<file path="config.mk">
export PLATFORM = sky130hd
export DESIGN_NAME = eightbit_alu_sequencer_flat
export DESIGN_NICKNAME = d
export VERILOG_FILES = /design/src/rtl/eightbit_alu_sequencer_pkg.sv /design/src/rtl/eightbit_alu_sequencer_if.sv /design/src/rtl/eightbit_alu_sequencer_rom.sv /design/src/rtl/eightbit_alu_sequencer.sv /design/src/flat_wrapper.sv
export SDC_FILE = /design/constraint.sdc
export NUM_CORES = 1
export LEC_CHECK = 0
export ABC_AREA = 1
export BUFFER_PORTS_ARGS = -buffer_cell sky130_fd_sc_hd__buf_2
export CAP_MARGIN = 20
export CORE_MARGIN = 4
export CORE_UTILIZATION = 29
export DETAILED_ROUTE_END_ITERATION = 10
export PLACE_DENSITY = 0.51
export SETUP_SLACK_MARGIN = 0.5
export SLEW_MARGIN = 20
export SYNTH_ARGS = -nofsm -noshare
export SYNTH_HDL_FRONTEND = slang
export SYNTH_SLANG_ARGS = --single-unit
</file>
<file path="constraint.sdc">
create_clock -name clk -period 2.71 [get_ports clk]
set_input_delay 0 -clock clk [delete_from_list [all_inputs] [get_ports clk]]
set_output_delay 0 -clock clk [all_outputs]
set_load 0.01 [all_outputs]
</file>
<file path="src/rtl/eightbit_alu_sequencer_pkg.sv">
// Shared definitions for the ALU self-test sequencer: FSM states and the
// layout of one 29-bit test vector {s, a, b, exp_f, exp_ovf, exp_br}.
package eightbit_alu_sequencer_pkg;

  typedef enum logic [2:0] {
    ST_IDLE,
    ST_APPLY,
    ST_SETTLE,
    ST_CHECK,
    ST_DONE
  } seq_state_t;

  localparam int S_W   = 3;
  localparam int A_W   = 8;
  localparam int B_W   = 8;
  localparam int F_W   = 8;
  localparam int OVF_W = 1;
  localparam int BR_W  = 1;
  localparam int VEC_W = S_W + A_W + B_W + F_W + OVF_W + BR_W;

  localparam int BR_LSB  = 0;
  localparam int OVF_LSB = BR_LSB + BR_W;
  localparam int F_LSB   = OVF_LSB + OVF_W;
  localparam int B_LSB   = F_LSB + F_W;
  localparam int A_LSB   = B_LSB + B_W;
  localparam int S_LSB   = A_LSB + A_W;

  typedef logic [VEC_W-1:0] vec_t;

  function automatic vec_t make_vec(input logic [S_W-1:0] s, input logic [A_W-1:0] a,
                                    input logic [B_W-1:0] b, input logic [F_W-1:0] f,
                                    input logic ovf, input logic br);
    return {s, a, b, f, ovf, br};
  endfunction

endpackage

</file>
<file path="src/rtl/eightbit_alu_sequencer_if.sv">
// Operand/result bus between the sequencer (master) and the eightbit_alu (slave).
interface eightbit_alu_sequencer_if;
  import eightbit_alu_sequencer_pkg::*;

  logic [S_W-1:0] alu_s;
  logic [A_W-1:0] alu_a;
  logic [B_W-1:0] alu_b;
  logic [F_W-1:0] alu_f;
  logic           alu_ovf;
  logic           alu_take_branch;

  modport master (output alu_s, alu_a, alu_b, input alu_f, alu_ovf, alu_take_branch);
  modport slave  (input alu_s, alu_a, alu_b, output alu_f, alu_ovf, alu_take_branch);
endinterface

</file>
<file path="src/rtl/eightbit_alu_sequencer_rom.sv">
// Fixed table of 16 ALU test vectors; combinational lookup by vector index.
module alu_vec_rom
  import eightbit_alu_sequencer_pkg::*;
(
  input  logic [3:0] addr,
  output vec_t       data
);

  // ops: 0 add, 1 sub, 2 and, 3 or, 4 xor, 5 not a, 6 shl, 7 shr; br means f==0
  always_comb begin
    data = '0;
    case (addr)
      4'd0:  data = make_vec(3'd0, 8'h01, 8'h02, 8'h03, 1'b0, 1'b0);
      4'd1:  data = make_vec(3'd0, 8'h7F, 8'h01, 8'h80, 1'b1, 1'b0);
      4'd2:  data = make_vec(3'd0, 8'hFF, 8'h01, 8'h00, 1'b0, 1'b1);
      4'd3:  data = make_vec(3'd1, 8'h05, 8'h03, 8'h02, 1'b0, 1'b0);
      4'd4:  data = make_vec(3'd1, 8'h80, 8'h01, 8'h7F, 1'b1, 1'b0);
      4'd5:  data = make_vec(3'd1, 8'h10, 8'h10, 8'h00, 1'b0, 1'b1);
      4'd6:  data = make_vec(3'd2, 8'hF0, 8'h3C, 8'h30, 1'b0, 1'b0);
      4'd7:  data = make_vec(3'd2, 8'hAA, 8'h55, 8'h00, 1'b0, 1'b1);
      4'd8:  data = make_vec(3'd3, 8'h0F, 8'hF0, 8'hFF, 1'b0, 1'b0);
      4'd9:  data = make_vec(3'd3, 8'h12, 8'h24, 8'h36, 1'b0, 1'b0);
      4'd10: data = make_vec(3'd4, 8'hFF, 8'h0F, 8'hF0, 1'b0, 1'b0);
      4'd11: data = make_vec(3'd4, 8'h5A, 8'h5A, 8'h00, 1'b0, 1'b1);
      4'd12: data = make_vec(3'd5, 8'h00, 8'h00, 8'hFF, 1'b0, 1'b0);
      4'd13: data = make_vec(3'd6, 8'h81, 8'h00, 8'h02, 1'b1, 1'b0);
      4'd14: data = make_vec(3'd7, 8'h03, 8'h00, 8'h01, 1'b1, 1'b0);
      4'd15: data = make_vec(3'd6, 8'h80, 8'h00, 8'h00, 1'b1, 1'b1);
      default: data = '0;
    endcase
  end

endmodule

</file>
<file path="src/rtl/eightbit_alu_sequencer.sv">
// Self-test sequencer: drives ROM vectors into the ALU, waits to settle,
// compares results and reports error count and first failing index.
module eightbit_alu_sequencer
  import eightbit_alu_sequencer_pkg::*;
#(
  parameter int NUM_VEC       = 16,
  parameter int SETTLE_CYCLES = 2,
  parameter bit STOP_ON_FAIL  = 1'b0
) (
  input  logic                            clk,
  input  logic                            rst_n,
  input  logic                            start,
  eightbit_alu_sequencer_if.master        alu,
  output logic                            busy,
  output logic                            done,
  output logic                            pass,
  output logic [4:0]                      err_count,
  output logic                            first_fail_valid,
  output logic [3:0]                      first_fail_idx,
  output logic [3:0]                      vec_idx
);

  localparam logic [3:0] LAST_IDX    = 4'(NUM_VEC - 1);
  localparam logic [3:0] SETTLE_LAST = 4'(SETTLE_CYCLES - 1);

  seq_state_t state, state_nxt;
  logic [3:0] settle_cnt;
  vec_t       rom_data;
  logic       mismatch;
  logic       launch;

  alu_vec_rom u_rom (
    .addr(vec_idx),
    .data(rom_data)
  );

  assign mismatch = {alu.alu_f, alu.alu_ovf, alu.alu_take_branch} !=
                    {rom_data[F_LSB +: F_W], rom_data[OVF_LSB], rom_data[BR_LSB]};
  assign launch   = start && (state == ST_IDLE || state == ST_DONE);

  always_ff @(posedge clk) begin
    if (!rst_n) state <= ST_IDLE;
    else        state <= state_nxt;
  end

  always_comb begin
    state_nxt = state;
    busy      = 1'b0;
    done      = 1'b0;
    case (state)
      ST_IDLE, ST_DONE: if (start) state_nxt = ST_APPLY;
      ST_APPLY:  state_nxt = ST_SETTLE;
      ST_SETTLE: if (settle_cnt == SETTLE_LAST) state_nxt = ST_CHECK;
      ST_CHECK: begin
        if (vec_idx == LAST_IDX || (mismatch && STOP_ON_FAIL)) state_nxt = ST_DONE;
        else                                                   state_nxt = ST_APPLY;
      end
      default: state_nxt = ST_IDLE;
    endcase
    busy = (state == ST_APPLY) || (state == ST_SETTLE) || (state == ST_CHECK);
    done = (state == ST_DONE);
    pass = done && (err_count == 5'd0);
  end

  // Operands only move on the APPLY edge so they stay stable through SETTLE and CHECK
  always_ff @(posedge clk) begin
    if (!rst_n) begin
      alu.alu_s        <= '0;
      alu.alu_a        <= '0;
      alu.alu_b        <= '0;
      settle_cnt       <= '0;
      vec_idx          <= '0;
      err_count        <= '0;
      first_fail_valid <= 1'b0;
      first_fail_idx   <= '0;
    end else if (launch) begin
      vec_idx          <= '0;
      err_count        <= '0;
      first_fail_valid <= 1'b0;
      first_fail_idx   <= '0;
    end else begin
      case (state)
        ST_APPLY: begin
          alu.alu_s  <= rom_data[S_LSB +: S_W];
          alu.alu_a  <= rom_data[A_LSB +: A_W];
          alu.alu_b  <= rom_data[B_LSB +: B_W];
          settle_cnt <= '0;
        end
        ST_SETTLE: settle_cnt <= settle_cnt + 4'd1;
        ST_CHECK: begin
          if (mismatch) begin
            if (err_count != 5'd31) err_count <= err_count + 5'd1;
            if (!first_fail_valid) begin
              first_fail_valid <= 1'b1;
              first_fail_idx   <= vec_idx;
            end
          end
          if (state_nxt == ST_APPLY) vec_idx <= vec_idx + 4'd1;
        end
        default: ;
      endcase
    end
  end

endmodule
</file>
<file path="src/flat_wrapper.sv">
// flat-port wrapper written by rule: the top's interface ports become plain ports
module eightbit_alu_sequencer_flat import eightbit_alu_sequencer_pkg::*;
#(
  parameter int NUM_VEC       = 16,
  parameter int SETTLE_CYCLES = 2,
  parameter bit STOP_ON_FAIL  = 1'b0
)
  (clk, rst_n, start, busy, done, pass, err_count, first_fail_valid, first_fail_idx, vec_idx, alu_alu_s, alu_alu_a, alu_alu_b, alu_alu_f, alu_alu_ovf, alu_alu_take_branch);
  eightbit_alu_sequencer_if alu_i ();
  input  logic clk;
  input  logic rst_n;
  input  logic start;
  output logic busy;
  output logic done;
  output logic pass;
  output logic [4:0] err_count;
  output logic first_fail_valid;
  output logic [3:0] first_fail_idx;
  output logic [3:0] vec_idx;
  output wire logic [$bits(alu_i.alu_s)-1:0] alu_alu_s;
  output wire logic [$bits(alu_i.alu_a)-1:0] alu_alu_a;
  output wire logic [$bits(alu_i.alu_b)-1:0] alu_alu_b;
  input wire logic [$bits(alu_i.alu_f)-1:0] alu_alu_f;
  input wire logic [$bits(alu_i.alu_ovf)-1:0] alu_alu_ovf;
  input wire logic [$bits(alu_i.alu_take_branch)-1:0] alu_alu_take_branch;
  assign alu_alu_s = alu_i.alu_s;
  assign alu_alu_a = alu_i.alu_a;
  assign alu_alu_b = alu_i.alu_b;
  assign alu_i.alu_f = alu_alu_f;
  assign alu_i.alu_ovf = alu_alu_ovf;
  assign alu_i.alu_take_branch = alu_alu_take_branch;
  eightbit_alu_sequencer #(.NUM_VEC(NUM_VEC), .SETTLE_CYCLES(SETTLE_CYCLES), .STOP_ON_FAIL(STOP_ON_FAIL)) u_core (.clk(clk), .rst_n(rst_n), .start(start), .alu(alu_i), .busy(busy), .done(done), .pass(pass), .err_count(err_count), .first_fail_valid(first_fail_valid), .first_fail_idx(first_fail_idx), .vec_idx(vec_idx));
endmodule
</file>
Word level (Yosys, flattened, before mapping):

Memory sizes are Yosys's and may differ from the RTL's. A register that Yosys moved wholly into a read port is not among the register bits.
Cells that the tools add are included.

* register bits after elaboration: 40
* output and inout port bits: 36
* memories kept: 1
* input port bits: 13
* ROM bits: 464
* logic and storage cells: 48

Memories
* (name not given): words 16, width 29, read ports 1, clocked after memory_dff 1, write ports 0, RTL line eightbit_alu_sequencer_rom.sv:12 `case (addr)`

* eq/ne operators: 9
* bitwise operators: 3
* reduce and logical (&&, ||, !) cells: 16
* mux-type cells: 7
* add/subtract/negate cells: 3

Operator list (count)
* $pmux 3 s4: 1
* $ne 10x10->1: 1
* $mux 3: 3
* $add 4x1->4 const B: 2
* $mux 4: 2
* $pmux 4 s2: 1
* $reduce_and 2->1: 4
* $eq 3x1->1 const B: 2
* $eq 3x2->1 const B: 2
* $reduce_and 3->1: 2
* $add 5x1->5 const B: 1
* $logic_not 5->1: 1
* $ne 5x5->1 const B: 1
* $eq 4x1->1 const B: 1
* $eq 4x4->1 const B: 1
* $reduce_or 2->1: 2
* $eq 3x3->1 const B: 1
* $logic_not 3->1: 1
* $logic_or 1x1->1: 3
* $not 1->1: 3
* $logic_and 1x1->1: 2
* $reduce_bool 2->1: 1

Depth between registers and ports, before layout:

* depth in word-level cells: 7
* mapped depth: 13

By module:

Synthesis repeated with hierarchy kept, for this count alone.

* cell total of the unflattened synthesis: 350
* area total of the unflattened synthesis: 2404.8 sq um

By module, submodules not included
* eightbit_alu_sequencer: area each 1874.3 sq um, times used 1, seq. area each 800.8 sq um, cells an instance 250
* alu_vec_rom: area each 530.5 sq um, times used 1, seq. area each 0.0 sq um, cells an instance 100

Worst setup path before layout:

No wires, ideal clock.

* path kind: register to register
* start: register u_core.vec_idx[0]
* end: register, netlist name u_core.u_rom.data[23]
* period minus slack after synthesis: 1.978 ns
* path buffers: 0
* required time: 2.597 ns
* stages on the path, launching flop included: 13
* arrival time: 1.866 ns
* path slack: 0.732 ns
* library setup time: 0.113 ns
* cells stage by stage: dfxtp_1 -> ha_1 -> nand3_2 -> nand2_4 -> nand2_1 -> nand3_2 -> inv_1 -> ha_1 -> inv_1 -> nand2_1 -> o21ai_0 -> nand2_1 -> nand2_1

* word-level cells in the longest chain between the ends: 7
* elaborated cells between the ends (all ways): 8
* classes of those cells: 1 x add/sub; 2 x eq/ne; 4 x mux; 1 x reduce/logical

RTL lines
* from (decl): RTL line eightbit_alu_sequencer.sv:20 `output logic [3:0] vec_idx`
* from (signal assigned): RTL line eightbit_alu_sequencer.sv:98 `if (state_nxt == ST_APPLY) vec_idx <= vec_idx + 4'd1;`
* $eq 4x4->1: RTL line eightbit_alu_sequencer.sv:55 `if (vec_idx == LAST_IDX || (mismatch && STOP_ON_FAIL)) state_nxt = ST_DONE;`
* $mux 3: RTL line eightbit_alu_sequencer.sv:55
* $pmux 3 s4: RTL line eightbit_alu_sequencer.sv:50 `case (state)`
* $eq 3x1->1: RTL line eightbit_alu_sequencer.sv:98
* $reduce_and 2->1 (no source line)
* $mux 4 (no source line) * (2 in series)

Mark *: on every way between the ends. The rest lies on a longest branch, timed or not.
A chain may end at the register's enable or synchronous reset.

Worst setup path after layout:

* start: register u_core.vec_idx[1]
* end: register, netlist name u_core.u_rom.data[23]

* word-level cells in the longest chain between the ends: 7
* elaborated cells between the ends (all ways): 8
* classes of those cells: 1 x add/sub; 2 x eq/ne; 4 x mux; 1 x reduce/logical

RTL lines (RTL line)
* $eq 4x4->1: eightbit_alu_sequencer.sv:55
* $mux 3: eightbit_alu_sequencer.sv:55
* $pmux 3 s4: eightbit_alu_sequencer.sv:50
* $eq 3x1->1: eightbit_alu_sequencer.sv:98
* $reduce_and 2->1 (no source line)
* $mux 4 (no source line) * (2 in series)

Marks and branches as above.

==> metrics.cfg <==
[timing]
fmax_mhz = 496
period_share = 0.744
maxSlewViolCount = 0
worstMarginPinSlew_ns = 0.536
setup_slack_ns = 0.693
clock-skew-final_ns = 0.0111
grt_setup_unrepaired = no
finalHoldViolCount = 0
relSlewSlack = 0.642
period_needed_ns = 2.02
setup_viol = 0
setup_tns_ns = 0

[synthesis]
ys_ff_latch = 68
syn_area_um2 = 3140
synth_area_leaders = dfxtp_1, nand2_1, inv_1
synth_cell_types = 34
synth_top_area_frac = 0.434
avgSynthCellArea_um2 = 7.58
yosysTopAreaCell = dfxtp_1
synth_warnings = 0
synthesis.nets = 440
synthCells = 414
yosysSeqAreaShare = 0.434

[critical_path]
path_buf_inv = 2
crit_chain = ha_2 > nand3_2 > nand2_4 > nand2_1 > nand3_4 > clkinvlp_4 > ha_4 > inv_1 > nand2_1 > o21ai_0 > nand2_1 > nand2_1
critPathMaxStageDelay_ns = 0.38
r2r_setup_slack_ns = 0.69
cp_common_cell = nand2_1
critPathRequiredTime_ns = 2.94
cp-end-kind = flip-flop
slowest_stage = dfxtp_1
crit-reg2reg-launch = u_core.vec_idx[1]$_SDFFE_PP0P_
crit_arrival_ns = 2.25
crit_family = simple AND/OR/NAND/NOR gates
r2r_cells = 12
r2r-end = u_core.u_rom.data[23]$_DFF_P_
crit_fanout = 6
critical_path_class = reg2reg
cp-start-kind = flip-flop

[layout]
final_nets = 496
antenna_cells = 0
multi_input_area_um2 = 1470
instances_no_fill = 611
finalInstanceArea_um2 = 3790
fill_cells = 1117
final_common_cell = nand2_1
drive_gt1_frac = 0.227
layout_common_cells = nand2_1, dfxtp_1, inv_1
areaGrowthSynthToFinish_pct = 20.8
seq_area_um2 = 1360

[routing]
dr.pass1.iters = 4
drtIter0Drc = 103
vias = 2611
ant_nets = 0
wire_per_inst_um = 11.2
totalWireLength_um = 6830
route.detailed.drc = 0
via_per_inst = 4.27

[clock_tree]
root_buffer = clkbuf_8
cts-buffers-inserted = 9
cts_htree_levels = 3
cts_sinks = 68
cts_hold_buffers = 0
clkLatencyLatePin_ns = 0.34
cts_max_path_buffers = 2
clkTransAtPathRegs_ns = 0.07
cts_tree = yes

[place]
dp_cells = 588
io_buffers = 48
hpwl_um = 4980
globalplace.congestion = 0.797
pre_cts_slack_ns = 0.517
placed_cell_area_um2 = 3480

[global_routing]
grt_max_degree = 40
grtUsageTotal = 0.111
antenna_found_initial = 0
grt_pass1_wl_um = 11500
grt_pass1_vias = 2501
globalRouteOverflowTotal = 0

[floorplan]
die-area_um2 = 12500
core_area_um2 = 10400
die_w_um = 112
start_util = 0.301
boundaryPins = 49
dieHeight_um = 112
std_cell_rows = 37

[run]
maxCapViolCount = 0

[power_and_ir_drop]
power_density_nw_per_um2 = 595
ir_drop_mv = 0.245
leakagePower_nw = 1.84

[hold_path]
hold-path-cell-count = 5
worstHoldStart = start
holdPathEnd = u_core.state[0]$_SDFF_PN0_
hp-class = in2reg

[run_status]
run_status = finished, final reports clean

[cell usage after synthesis, drive strengths merged]
cell    instances
buf             6
xnor2           1
inv            66
nor3            1
ha             13
xor2            5
nand3          31
a211oi          1
a22oi           1
nand2         123
o22ai           1
o21bai          1
a21oi          33
nor2           27
dfxtp          68
o21ai          30
nor4            1
clkbuf          5
[stage by stage]
step / utilization / hold WS (ns) / power (W)
finish: 0.364 / 0.0469 / 0.00225
global route: 0.364 / 0.0853 / 0.00237
CTS: 0.357 / 0.0263 / 0.00229
detailed placement: 0.334 / 0.388 / 0.00131
global placement: 0.334 / 0.393 / 0.00131
floorplan: - / 0.138 / 0.00124
[cell type report]
| class | count | share of cell area |
|---|---|---|
| well taps | 136 | 0.0449 |
| inverters | 66 | 0.0683 |
| clock inverters | 6 | 0.0248 |
| repair buffers | 56 | 0.0792 |
| flip-flops and latches | 68 | 0.360 |
| clock buffers | 10 | 0.0363 |
| multi-input cells | 269 | 0.387 |
[where the power goes]
group | switching (W) | internal (W) | leakage [nW]
clock | 0.000411 | 0.000553 | 0.114
sequential | 0.0000241 | 0.00104 | 0.552
combinational | 0.000141 | 0.0000802 | 1.17
[worst register-to-register path, stage by stage (launching register included)]
cell	delay, ns
dfxtp_1	0.38
ha_2	0.22
nand3_2	0.14
nand2_4	0.14
nand2_1	0.11
nand3_4	0.11
clkinvlp_4	0.16
ha_4	0.32
inv_1	0.06
nand2_1	0.09
o21ai_0	0.09
nand2_1	0.06
nand2_1	0.05
[state kept, by name, summed over array words and instances, names as in the netlist]
register,cells
u_core.alu.alu_s,3
u_core.vec_idx,4
u_core.first_fail_valid,1
u_core.first_fail_idx,4
u_core.alu.alu_a,8
u_core.err_count,5
u_core.alu.alu_b,8
u_core.state,3
u_core.settle_cnt,4
u_core.u_rom.data,28
[worst max path at each step]
stage	startpoint	end	slack, ns	cells after the start
4_1_cts	u_core.vec_idx[0]$_SDFFE_PP0P_	u_core.u_rom.data[23]$_DFF_P_	0.54	12
3_3_place_gp	u_core.vec_idx[0]$_SDFFE_PP0P_	u_core.u_rom.data[23]$_DFF_P_	0.64	12
6_report	u_core.vec_idx[1]$_SDFFE_PP0P_	u_core.u_rom.data[23]$_DFF_P_	0.69	12
2_1_floorplan	u_core.vec_idx[0]$_SDFFE_PP0P_	u_core.u_rom.data[23]$_DFF_P_	0.73	12
5_1_grt	u_core.vec_idx[1]$_SDFFE_PP0P_	u_core.u_rom.data[23]$_DFF_P_	0.52	12
3_5_place_dp	u_core.vec_idx[0]$_SDFFE_PP0P_	u_core.u_rom.data[23]$_DFF_P_	0.52	12
[what timing repair did]
action	CTS	global route
gates resized for setup	1	4
endpoints found under the setup margin	3	8
setup buffers	0	7
[routing by layer]
metal,global-route usage,wire length [um],vias up
li1,-,-,1402
met1,0.148,3500,1156
met2,0.169,2970,45
met3,0.0291,277,8
met4,0.0529,91,0
met5,0,0,-
[kinds of logic after synthesis]
| logic type | share of synthesized area |
|---|---|
| buffers and inverters | 0.106 |
| adder cells (fa/ha/maj) | 0.0518 |
| XOR/XNOR | 0.0167 |
| flip-flops | 0.434 |
| AO/OA/AOI/OAI | 0.111 |
| AND/OR/NAND/NOR | 0.281 |
Power figures use the tool's default switching activity.
